[config.mk]
export PLATFORM = sky130hd
export DESIGN_NAME = tx_block
export DESIGN_NICKNAME = d
export VERILOG_FILES = /design/src/rtl/uart_pkg.sv /design/src/rtl/tx_timer.sv /design/src/rtl/tx_block.sv
export SDC_FILE = /design/constraint.sdc
export NUM_CORES = 1
export LEC_CHECK = 0
export BUFFER_PORTS_ARGS = -buffer_cell sky130_fd_sc_hd__buf_4
export CORE_MARGIN = 2
export CORE_UTILIZATION = 55
export DETAILED_ROUTE_END_ITERATION = 8
export PLACE_DENSITY = 0.82
export SYNTH_ARGS = -nofsm -noshare
export SYNTH_HDL_FRONTEND = slang
export SYNTH_HIERARCHICAL = 1
export SYNTH_SLANG_ARGS = --single-unit
[constraint.sdc]
create_clock -name clk -period 8.3 [get_ports clk]
set_input_delay 2.49 -clock clk [delete_from_list [all_inputs] [get_ports clk]]
set_output_delay 2.49 -clock clk [all_outputs]
set_load 0.02 [all_outputs]
[src/rtl/uart_pkg.sv]
// Shared UART definitions: frame FSM states, field widths and config normalisation.
package uart_pkg;

  localparam int unsigned BIT_PERIOD_W  = 14;
  localparam int unsigned DATA_SIZE_W   = 4;
  localparam int unsigned DATA_SIZE_MIN = 5;
  localparam int unsigned DATA_SIZE_MAX = 8;
  localparam int unsigned BIT_CNT_W     = 3;
  localparam int unsigned BYTE_W        = 8;

  typedef enum logic [1:0] {
    IDLE  = 2'd0,
    START = 2'd1,
    DATA  = 2'd2,
    STOP  = 2'd3
  } tx_state_t;

  // A period of 0 behaves like 1 so the timer always expires.
  function automatic logic [BIT_PERIOD_W-1:0] norm_period(input logic [BIT_PERIOD_W-1:0] p);
    return (p == '0) ? BIT_PERIOD_W'(1) : p;
  endfunction

  // Sizes outside 5..8 fall back to a full byte.
  function automatic logic [DATA_SIZE_W-1:0] norm_size(input logic [DATA_SIZE_W-1:0] s);
    return ((s >= DATA_SIZE_W'(DATA_SIZE_MIN)) && (s <= DATA_SIZE_W'(DATA_SIZE_MAX)))
           ? s : DATA_SIZE_W'(DATA_SIZE_MAX);
  endfunction

endpackage

[src/rtl/tx_timer.sv]
// Bit-period counter and data-bit counter for the UART transmitter.
module tx_timer
  import uart_pkg::*;
(
  input  logic                    clk,
  input  logic                    n_rst,
  input  logic                    active_i,
  input  logic                    data_phase_i,
  input  logic [BIT_PERIOD_W-1:0] period_i,
  input  logic [DATA_SIZE_W-1:0]  nbits_i,
  output logic                    bit_done_o,
  output logic                    last_bit_o
);

  logic [BIT_PERIOD_W-1:0] count_q, count_d;
  logic [BIT_CNT_W-1:0]    bit_cnt_q, bit_cnt_d;

  assign bit_done_o = active_i && (count_q == (period_i - BIT_PERIOD_W'(1)));
  assign last_bit_o = (DATA_SIZE_W'(bit_cnt_q) == (nbits_i - DATA_SIZE_W'(1)));

  // Counter reloads at every bit boundary and rests at zero while idle.
  always_comb begin
    count_d   = count_q;
    bit_cnt_d = bit_cnt_q;
    if (!active_i || bit_done_o) begin
      count_d = '0;
    end else begin
      count_d = count_q + BIT_PERIOD_W'(1);
    end
    if (!active_i) begin
      bit_cnt_d = '0;
    end else if (data_phase_i && bit_done_o) begin
      bit_cnt_d = last_bit_o ? '0 : bit_cnt_q + BIT_CNT_W'(1);
    end
  end

  always_ff @(posedge clk or negedge n_rst) begin
    if (!n_rst) begin
      count_q   <= '0;
      bit_cnt_q <= '0;
    end else begin
      count_q   <= count_d;
      bit_cnt_q <= bit_cnt_d;
    end
  end

endmodule

[src/rtl/tx_block.sv]
// UART transmitter: single-entry holding buffer feeding a start/data/stop frame serialiser.
module tx_block
  import uart_pkg::*;
(
  input  logic                    clk,
  input  logic                    n_rst,
  input  logic [BYTE_W-1:0]       tx_data,
  input  logic                    tx_load,
  input  logic [BIT_PERIOD_W-1:0] bit_period,
  input  logic [DATA_SIZE_W-1:0]  data_size,
  output logic                    serial_out,
  output logic                    tx_ready,
  output logic                    tx_busy,
  output logic                    load_dropped
);

  tx_state_t               state_q, state_d;
  logic [BYTE_W-1:0]       buf_q, buf_d;
  logic                    buf_full_q, buf_full_d;
  logic [BYTE_W-1:0]       shift_q, shift_d;
  logic                    serial_q, serial_d;
  logic                    dropped_q, dropped_d;
  logic [BIT_PERIOD_W-1:0] period_q, period_d;
  logic [DATA_SIZE_W-1:0]  nbits_q, nbits_d;
  logic                    xfer;
  logic                    bit_done;
  logic                    last_bit;

  tx_timer u_timer (
    .clk          (clk),
    .n_rst        (n_rst),
    .active_i     (state_q != IDLE),
    .data_phase_i (state_q == DATA),
    .period_i     (period_q),
    .nbits_i      (nbits_q),
    .bit_done_o   (bit_done),
    .last_bit_o   (last_bit)
  );

  assign serial_out   = serial_q;
  assign tx_ready     = !buf_full_q;
  assign tx_busy      = (state_q != IDLE);
  assign load_dropped = dropped_q;

  // Next-state: buffer write, frame sequencing and buffer-to-shifter transfer.
  always_comb begin
    state_d    = state_q;
    buf_d      = buf_q;
    buf_full_d = buf_full_q;
    shift_d    = shift_q;
    serial_d   = serial_q;
    period_d   = period_q;
    nbits_d    = nbits_q;
    dropped_d  = tx_load && buf_full_q;
    xfer       = 1'b0;

    if (tx_load && !buf_full_q) begin
      buf_d      = tx_data;
      buf_full_d = 1'b1;
    end

    case (state_q)
      IDLE: begin
        xfer = buf_full_q;
      end
      START: begin
        if (bit_done) begin
          state_d  = DATA;
          serial_d = shift_q[0];
        end
      end
      DATA: begin
        if (bit_done) begin
          if (last_bit) begin
            state_d  = STOP;
            serial_d = 1'b1;
          end else begin
            shift_d  = shift_q >> 1;
            serial_d = shift_q[1];
          end
        end
      end
      STOP: begin
        if (bit_done) begin
          if (buf_full_q) begin
            xfer = 1'b1;
          end else begin
            state_d = IDLE;
          end
        end
      end
      default: state_d = IDLE;
    endcase

    // Frame configuration is captured once so mid-frame input changes wait for the next frame.
    if (xfer) begin
      state_d    = START;
      shift_d    = buf_q;
      buf_full_d = 1'b0;
      serial_d   = 1'b0;
      period_d   = norm_period(bit_period);
      nbits_d    = norm_size(data_size);
    end
  end

  always_ff @(posedge clk or negedge n_rst) begin
    if (!n_rst) begin
      state_q    <= IDLE;
      buf_q      <= '0;
      buf_full_q <= 1'b0;
      shift_q    <= '0;
      serial_q   <= 1'b1;
      dropped_q  <= 1'b0;
      period_q   <= BIT_PERIOD_W'(1);
      nbits_q    <= DATA_SIZE_W'(DATA_SIZE_MAX);
    end else begin
      state_q    <= state_d;
      buf_q      <= buf_d;
      buf_full_q <= buf_full_d;
      shift_q    <= shift_d;
      serial_q   <= serial_d;
      dropped_q  <= dropped_d;
      period_q   <= period_d;
      nbits_q    <= nbits_d;
    end
  end

endmodule

==> flow_summary.toml, run 1 <==
[finish]
layout.cell_area.non_filler_um2 = 3671
regArea_um2 = 1405
area_used_by_multi_input_combinational_logic_um2 = 1782
antennaDiodeCount = 0
syn_to_final_growth_pct = 11.47
nFillCells = 454
final_net_count = 381
fraction_of_final_layout_cells_with_drive_strength_greater_than_1 = 0.2413

[routing]
vias = 2479
route.detailed.drc = 0
drt-pass1-iter-count = 4
ant_nets = 0
totalWireLength_mm = 7.107
detail_route.wl_per_cell_um = 16.96
detail_route.iter0.violations = 148
viasPerCell = 5.916

[global_routing]
grt_overflow = 0
global_route.usage.total = 0.2243
pin_count_of_the_biggest_net_entering_global_routing = 57
grt_pass1_wl_mm = 11.32
grt_pass1_vias = 2389
initial_antenna_violation_count = 0

[synth]
ys_ff_latch = 56
syn_area_per_cell_um2 = 10.55
post_synth_instance_area_um2 = 3293
synth_seq_area_share = 0.4267
ys_warns = 6
synthDistinctLibCells = 58
synth.net_count = 350
syn-instance-count = 312

[setup_path]
regToRegEndpoint = "period_q[12]"
reg2reg_from = "period_q[1]"
arrival_ps = 1590
regToRegSetupSlack_ps = 4240
crit_path_end_kind = "output pin"
reg2regPathDepth = 11
timing.critical_path.slowest_cell_delay_ps = 450
cpMostUsedCell = "sky130_fd_sc_hd__inv_1"
crit_type = "reg -> out"
timing.critical_path.from_type = "flip-flop"
critical-path-top-delay-family = "buffers and inverters"
required_arrival_time_at_the_worst_endpoint_ps = 5810
critical_path.n_buffers_inverters = 3
highest_fanout_seen_on_the_critical_path = 9
timing.critical_path.cells = "inv_1 -> ha_1 -> inv_1 -> buf_4"
cp_slowest_cell = "sky130_fd_sc_hd__dfrtp_1"

[placed_design]
dpl-instance-area_um2 = 3577
io_buffers = 32
dp_hpwl_mm = 5.219
place.gp.congestion = 0.8538
placement_setup_slack_ps = 4470

[power_and_ir_drop]
power.static_leakage_nw = 1.664
power.density_nw_per_um2 = 295.0
max-vdd-ir-drop_mv = 0.1701

[job]
max_cap_viol_count = 0

[sta]
fin_skew_ps = 11.13
worst_hold_slack_ps = 480.3
final.setup.worst_slack_ps = 4224
final.period_utilization = 0.4911
layout_min_cycle_time_ps = 4076
setup_viol = 0
maxSlewViolCount = 0
worst_slew_margin_rel = 0.3757
fin_tns_setup_ps = 0
rsz_0062_raised_after_global_routing = "no"
maxClockFrequency_mhz = 245.3
worst_slew_pin_slew_ps = 923.4
finalHoldViolCount = 0

[floorplanning]
rows = 28
die_height_um = 81.38
die_width_um = 81.38
die_area_um2 = 6623
floorplan.initialDensity = 0.5629
core-area_um2 = 5851
io_pins = 33

[min_path]
hp-start = "serial_out"
min_to = "serial_out"
min_path_type = "reg -> reg"
whs_path_depth = 2

[cts]
number_of_buffers_between_clock_root_and_the_deepest_sink = 2
worst_setup_hold_path_clk_slew_ps = 110
numCtsBuffers = 5
clock_latency_late_sink_ps = 320
post-cts-setup-buffer-count = 0
clock-root-buffer = "sky130_fd_sc_hd__clkbuf_8"
clock_sinks = 56
cts_tree = "yes"
cts_hold_repair.buffers = 0
cts_htree_levels = 2
resized_cells_post_cts = 0

[status]
status = "complete, no violations"
## synth_stat cells, drive strengths merged
master | count | area, um^2
or4b | 2 | 23.77
o21a | 1 | 7.510
a2111oi | 2 | 36.29
a21o | 2 | 15.01
nor2 | 29 | 108.9
mux2i | 11 | 110.1
a211o | 1 | 8.760
xnor2 | 20 | 175.2
nand4 | 4 | 25.02
and2 | 2 | 12.51
o22ai | 2 | 25.02
buf | 5 | 37.53
or3b | 2 | 17.52
nor3b | 1 | 7.510
a41oi | 1 | 8.760
nor3 | 8 | 40.04
a31oi | 3 | 18.77
or4 | 3 | 30.03
o211a | 1 | 10.01
nand2b | 3 | 21.27
xor2 | 10 | 87.58
a21oi | 10 | 50.05
nor4b | 2 | 32.53
nor4 | 6 | 37.54
clkbuf | 3 | 12.51
and4b | 1 | 10.01
nor2b | 3 | 18.77
dfstp | 3 | 78.83
and3b | 1 | 10.01
nand3b | 3 | 22.52
nand2 | 14 | 60.06
a32oi | 1 | 16.27
and2b | 3 | 25.02
and3 | 4 | 25.02
or3 | 4 | 25.02
dfrtp | 53 | 1326
inv | 15 | 56.30
ha | 9 | 112.6
mux2 | 22 | 270.3
o211ai | 5 | 51.30
and4 | 1 | 8.760
o31ai | 5 | 56.30
o21ai | 16 | 80.08
nand3 | 15 | 80.08
## worst max-delay path by stage
| stage | to | slack (ps) | start | cells after the start |
|---|---|---|---|---|
| 4_1_cts | tx_busy | 4250 | state_q[0] | 4 |
| 3_5_place_dp | period_q[11] | 4470 | period_q[1] | 11 |
| 3_3_place_gp | period_q[1] | 4650 | period_q[1] | 11 |
| 5_1_grt | period_q[11] | 4060 | period_q[1] | 11 |
| 6_report | tx_busy | 4220 | state_q[0] | 4 |
| 2_1_floorplan | tx_busy | 4990 | state_q[0] | 3 |
## per-stage QoR
step | total power [mW] | utilization | std cells
floorplan | 0.8065 | - | 312
global placement | 0.8867 | 0.6114 | 411
detailed placement | 0.9192 | 0.6114 | 411
CTS | 1.077 | 0.6275 | 419
global route | 1.143 | 0.6275 | 419
finish | 1.083 | 0.6275 | 419
## final cells by class
| class | instances | area share |
|---|---|---|
| Multi-Input combinational cell | 233 | 0.4853 |
| Sequential cell | 56 | 0.3828 |
| Timing Repair Buffer | 32 | 0.06544 |
| Tap cell | 75 | 0.02556 |
| Clock buffer | 5 | 0.01875 |
| Inverter | 15 | 0.01534 |
| Clock inverter | 3 | 0.006817 |
## report_power, final
group	internal (mW)	switching [mW]	leakage (nW)
combinational	0.206	0.232	0.927
clock	0.0618	0.0960	0.0452
sequential	0.371	0.115	0.692
## cells by family (layout without fill, tap and decap cells)
family | after synthesis | count (layout) | share of synthesized area
XOR/XNOR | 30 | 30 | 0.07979
multiplexers | 33 | 33 | 0.1155
AO/OA/AOI/OAI | 50 | 50 | 0.1166
adder cells (fa/ha/maj) | 9 | 9 | 0.03420
flip-flops | 56 | 56 | 0.4267
AND/OR/NAND/NOR | 111 | 111 | 0.1949
buffers and inverters | 23 | 55 | 0.03229
## worst reg2reg max path: cells and delay by family, from the launching register on
| kind | cells | cell delay, ps |
|---|---|---|
| XOR/XNOR | 1 | 240 |
| multiplexers | 1 | 360 |
| AO/OA/AOI/OAI | 3 | 900 |
| AND/OR/NAND/NOR | 4 | 1700 |
| adder cells (fa/ha/maj) | 1 | 240 |
| buffers and inverters | 1 | 80 |
| flip-flops | 1 | 440 |
## layout by cell type, fill, tap and decap left out, types with 5 or more instances in the layout
master                     count
sky130_fd_sc_hd__dfrtp_1      53
sky130_fd_sc_hd__mux2_4        6
sky130_fd_sc_hd__buf_4        32
sky130_fd_sc_hd__o21ai_0      16
sky130_fd_sc_hd__nand3_1      14
sky130_fd_sc_hd__nand2_1      13
sky130_fd_sc_hd__inv_1        15
sky130_fd_sc_hd__a21oi_1      10
sky130_fd_sc_hd__xnor2_1      20
sky130_fd_sc_hd__mux2_2       16
sky130_fd_sc_hd__clkbuf_8      5
sky130_fd_sc_hd__xor2_1       10
sky130_fd_sc_hd__nor4_1        6
sky130_fd_sc_hd__mux2i_1      11
sky130_fd_sc_hd__nor3_1        8
sky130_fd_sc_hd__nor2_1       29
sky130_fd_sc_hd__ha_1          9
## state kept, by name, summed over array words and instances (netlist names)
name	flops
buf_full_q	1
period_q	14
load_dropped	1
nbits_q	4
serial_out	1
state_q	2
buf_q	8
u_timer/bit_cnt_q	3
u_timer/count_q	14
shift_q	8
## layer usage
metal  share of wire  track usage  up-vias
li1                -            -     1175
met1            0.44       0.2927     1222
met2            0.50       0.3754       70
met3           0.052      0.03556       12
met4           0.017      0.08475        0
met5               0            0        -
(Power assumes the default switching activity.)
==> run 2, diff against run 1 <==
Settings changed: CORE_UTILIZATION 55 to 53, PLACE_DENSITY 0.82 to 0.83.
Clock period 8.3 ns to 3.6 ns, I/O delays scaled along.
==> run 2 against run 1 <==
Sequential share of layout area fell by 0.46 points. Worst hold slack got worse by 1.7 ps. Clock-buffer cell count did not move. Cell count rose by 1.4%. Total power rose by 130%. First-iteration DRC count rose by 30%. Highest routed layer unchanged. Setup slack got worse by 4000 ps. Global-route usage fell by 1.6 points. Final area rose by 1.2%. Via count rose by 1.9%. Sequential power rose by 130%.
==> flow_summary.toml, run 2 (same netlist as run 1, synthesis figures left out) <==
[power_and_ir_drop]
power_report.internal_total_mw = 1.491
power.density_nw_per_um2 = 672.1
max-vdd-ir-drop_mv = 0.3898
power.switching_fraction = 0.4032
total_power_after_layout_mw = 2.498
share_comb_of_total_power = 0.407
seq_power_share = 0.447
power.static_leakage_nw = 1.694
power.clock.fraction = 0.147
net-switching-power_mw = 1.007

[finish]
fraction_of_final_layout_cells_with_drive_strength_greater_than_1 = 0.2543
most-common-layout-cells = "53 x sky130_fd_sc_hd__dfrtp_1, 38 x sky130_fd_sc_hd__buf_4, 29 x sky130_fd_sc_hd__nor2_1"
largestRegisters = "period_q: 14 flops, u_timer/count_q: 14 flops"
post-route-util = 0.6240
syn_to_final_growth_pct = 12.84
antennaDiodeCount = 0
final_net_count = 387
most_frequent_standard_cell_in_the_layout_excluding_fill_and_tap_cells = "sky130_fd_sc_hd__dfrtp_1"

[setup_path]
cp_slowest_cell = "sky130_fd_sc_hd__dfstp_2"
timing.critical_path.cells = "inv_1 -> ha_1 -> nor4b_1 -> buf_4 -> a31oi_1 -> xnor2_1 -> a32oi_2 -> nor4_1 -> and2_1 -> a21oi_1 -> a2111oi_0 -> nor2_1"
regToRegSetupSlack_ps = 210
timing.critical_path.slowest_cell_delay_ps = 620
required_arrival_time_at_the_worst_endpoint_ps = 3840
critical-path-top-delay-family = "compound AO/OA/AOI/OAI gates"
timing.critical_path.from_type = "flip-flop"
critical_path.n_buffers_inverters = 2
crit_path_end_kind = "flip-flop"
crit_type = "reg -> reg"
highest_fanout_seen_on_the_critical_path = 7
arrival_ps = 3630

[cts]
clock-root-buffer = "sky130_fd_sc_hd__clkbuf_8"
cts_htree_levels = 2
clock_sinks = 56
cts_tree = "yes"
number_of_buffers_between_clock_root_and_the_deepest_sink = 2
clock_latency_late_sink_ps = 320
cts_hold_repair.buffers = 0
worst_setup_hold_path_clk_slew_ps = 110
numCtsBuffers = 5

[placed_design]
io_buffers = 32
dp_hpwl_mm = 5.084
place.gp.congestion = 0.9305
placement_setup_slack_ps = 209.1

[sta]
worst_slew_margin_rel = 0.5412
worst_hold_slack_ps = 478.5
final.period_utilization = 0.9409
finalHoldViolCount = 0
maxSlewViolCount = 0
fin_tns_setup_ps = 0
maxClockFrequency_mhz = 295.2
setup_viol = 0
worst_slew_pin_slew_ps = 688.3
final.setup.worst_slack_ps = 212.7
rsz_0062_raised_after_global_routing = "no"
fin_skew_ps = 11.66
layout_min_cycle_time_ps = 3387

[global_routing]
grt_pass1_vias = 2450
pin_count_of_the_biggest_net_entering_global_routing = 57
initial_antenna_violation_count = 0
global_route.usage.total = 0.2079
met2_usage = 0.3350
grt_pass1_wl_mm = 11.72
grt_overflow = 0
global_route.usage.met3 = 0.02783
use_met1 = 0.2882
grt_peak_use_layer = "met2"

[routing]
totalWireLength_mm = 6.882
viasPerCell = 5.944
detail_route.wl_per_cell_um = 16.19
route.detailed.drc = 0
drt-pass1-iter-count = 4
detail_route.iter0.violations = 193
vias = 2526
ant_nets = 0

[floorplanning]
floorplan.initialDensity = 0.5529
core-area_um2 = 5956
die_width_um = 82.83
rows = 28
die_height_um = 82.83
io_pins = 33
die_area_um2 = 6860

[min_path]
min_path_type = "reg -> reg"

[job]
max_cap_viol_count = 0

[status]
status = "complete, no violations"
-- run 2: metal layers --
layer | wire (um) | share of wire
met5 | 0 | 0
met4 | 114 | 0.017
met3 | 360 | 0.052
met2 | 3253 | 0.47
met1 | 3154 | 0.46
-- run 2: power groups by stage --
stage / Sequential (mW) / Combinational (mW) / Clock (mW)
floorplan: 1.04 / 0.824 / 0
global placement: 1.11 / 0.963 / 0
detailed placement: 1.12 / 1.01 / 0
CTS: 1.11 / 1.01 / 0.373
global route: 1.16 / 1.13 / 0.400
finish: 1.12 / 1.02 / 0.366
-- run 2: layout make-up --
type	count	area, um^2
Fill cell	497	2240
Multi-Input combinational cell	233	1782
Sequential cell	56	1405
Timing Repair Buffer	38	285.3
Tap cell	75	93.84
Clock buffer	5	68.82
Inverter	15	56.30
Clock inverter	3	25.02
-- run 2: path summary, 6_finish.rpt --
| kind | start | end | cells past startpoint |
|---|---|---|---|
| setup / recovery | period_q[0] | nbits_q[3] | 12 |
| hold / removal | serial_out | serial_out | 2 |
| setup reg to reg | period_q[0] | nbits_q[3] | 12 |
| hold reg to reg | serial_out | serial_out | 2 |
| max in group asynchronous | n_rst | period_q[2] | 1 |
| min in group asynchronous | n_rst | u_timer/count_q[9] | 1 |
-- run 2: what timing repair did --
action | 4_1_cts | 5_1_grt
resized for setup | 0 | 0
buffers inserted | 0 | 2
setup endpoints to repair | 0 | 5
-- run 2: metrics by stage --
stage	std cells	cell area, um^2
after CTS	423	3701
after global routing	425	3716
after global placement	415	3607
final	425	3716
after floorplan	312	3293
after detailed placement	415	3607
-- run 2: tightest hold or removal path, stage by stage (launching register included) --
cell,delay (ps)
sky130_fd_sc_hd__dfstp_2,390
sky130_fd_sc_hd__nand2_1,50
sky130_fd_sc_hd__a21oi_1,50
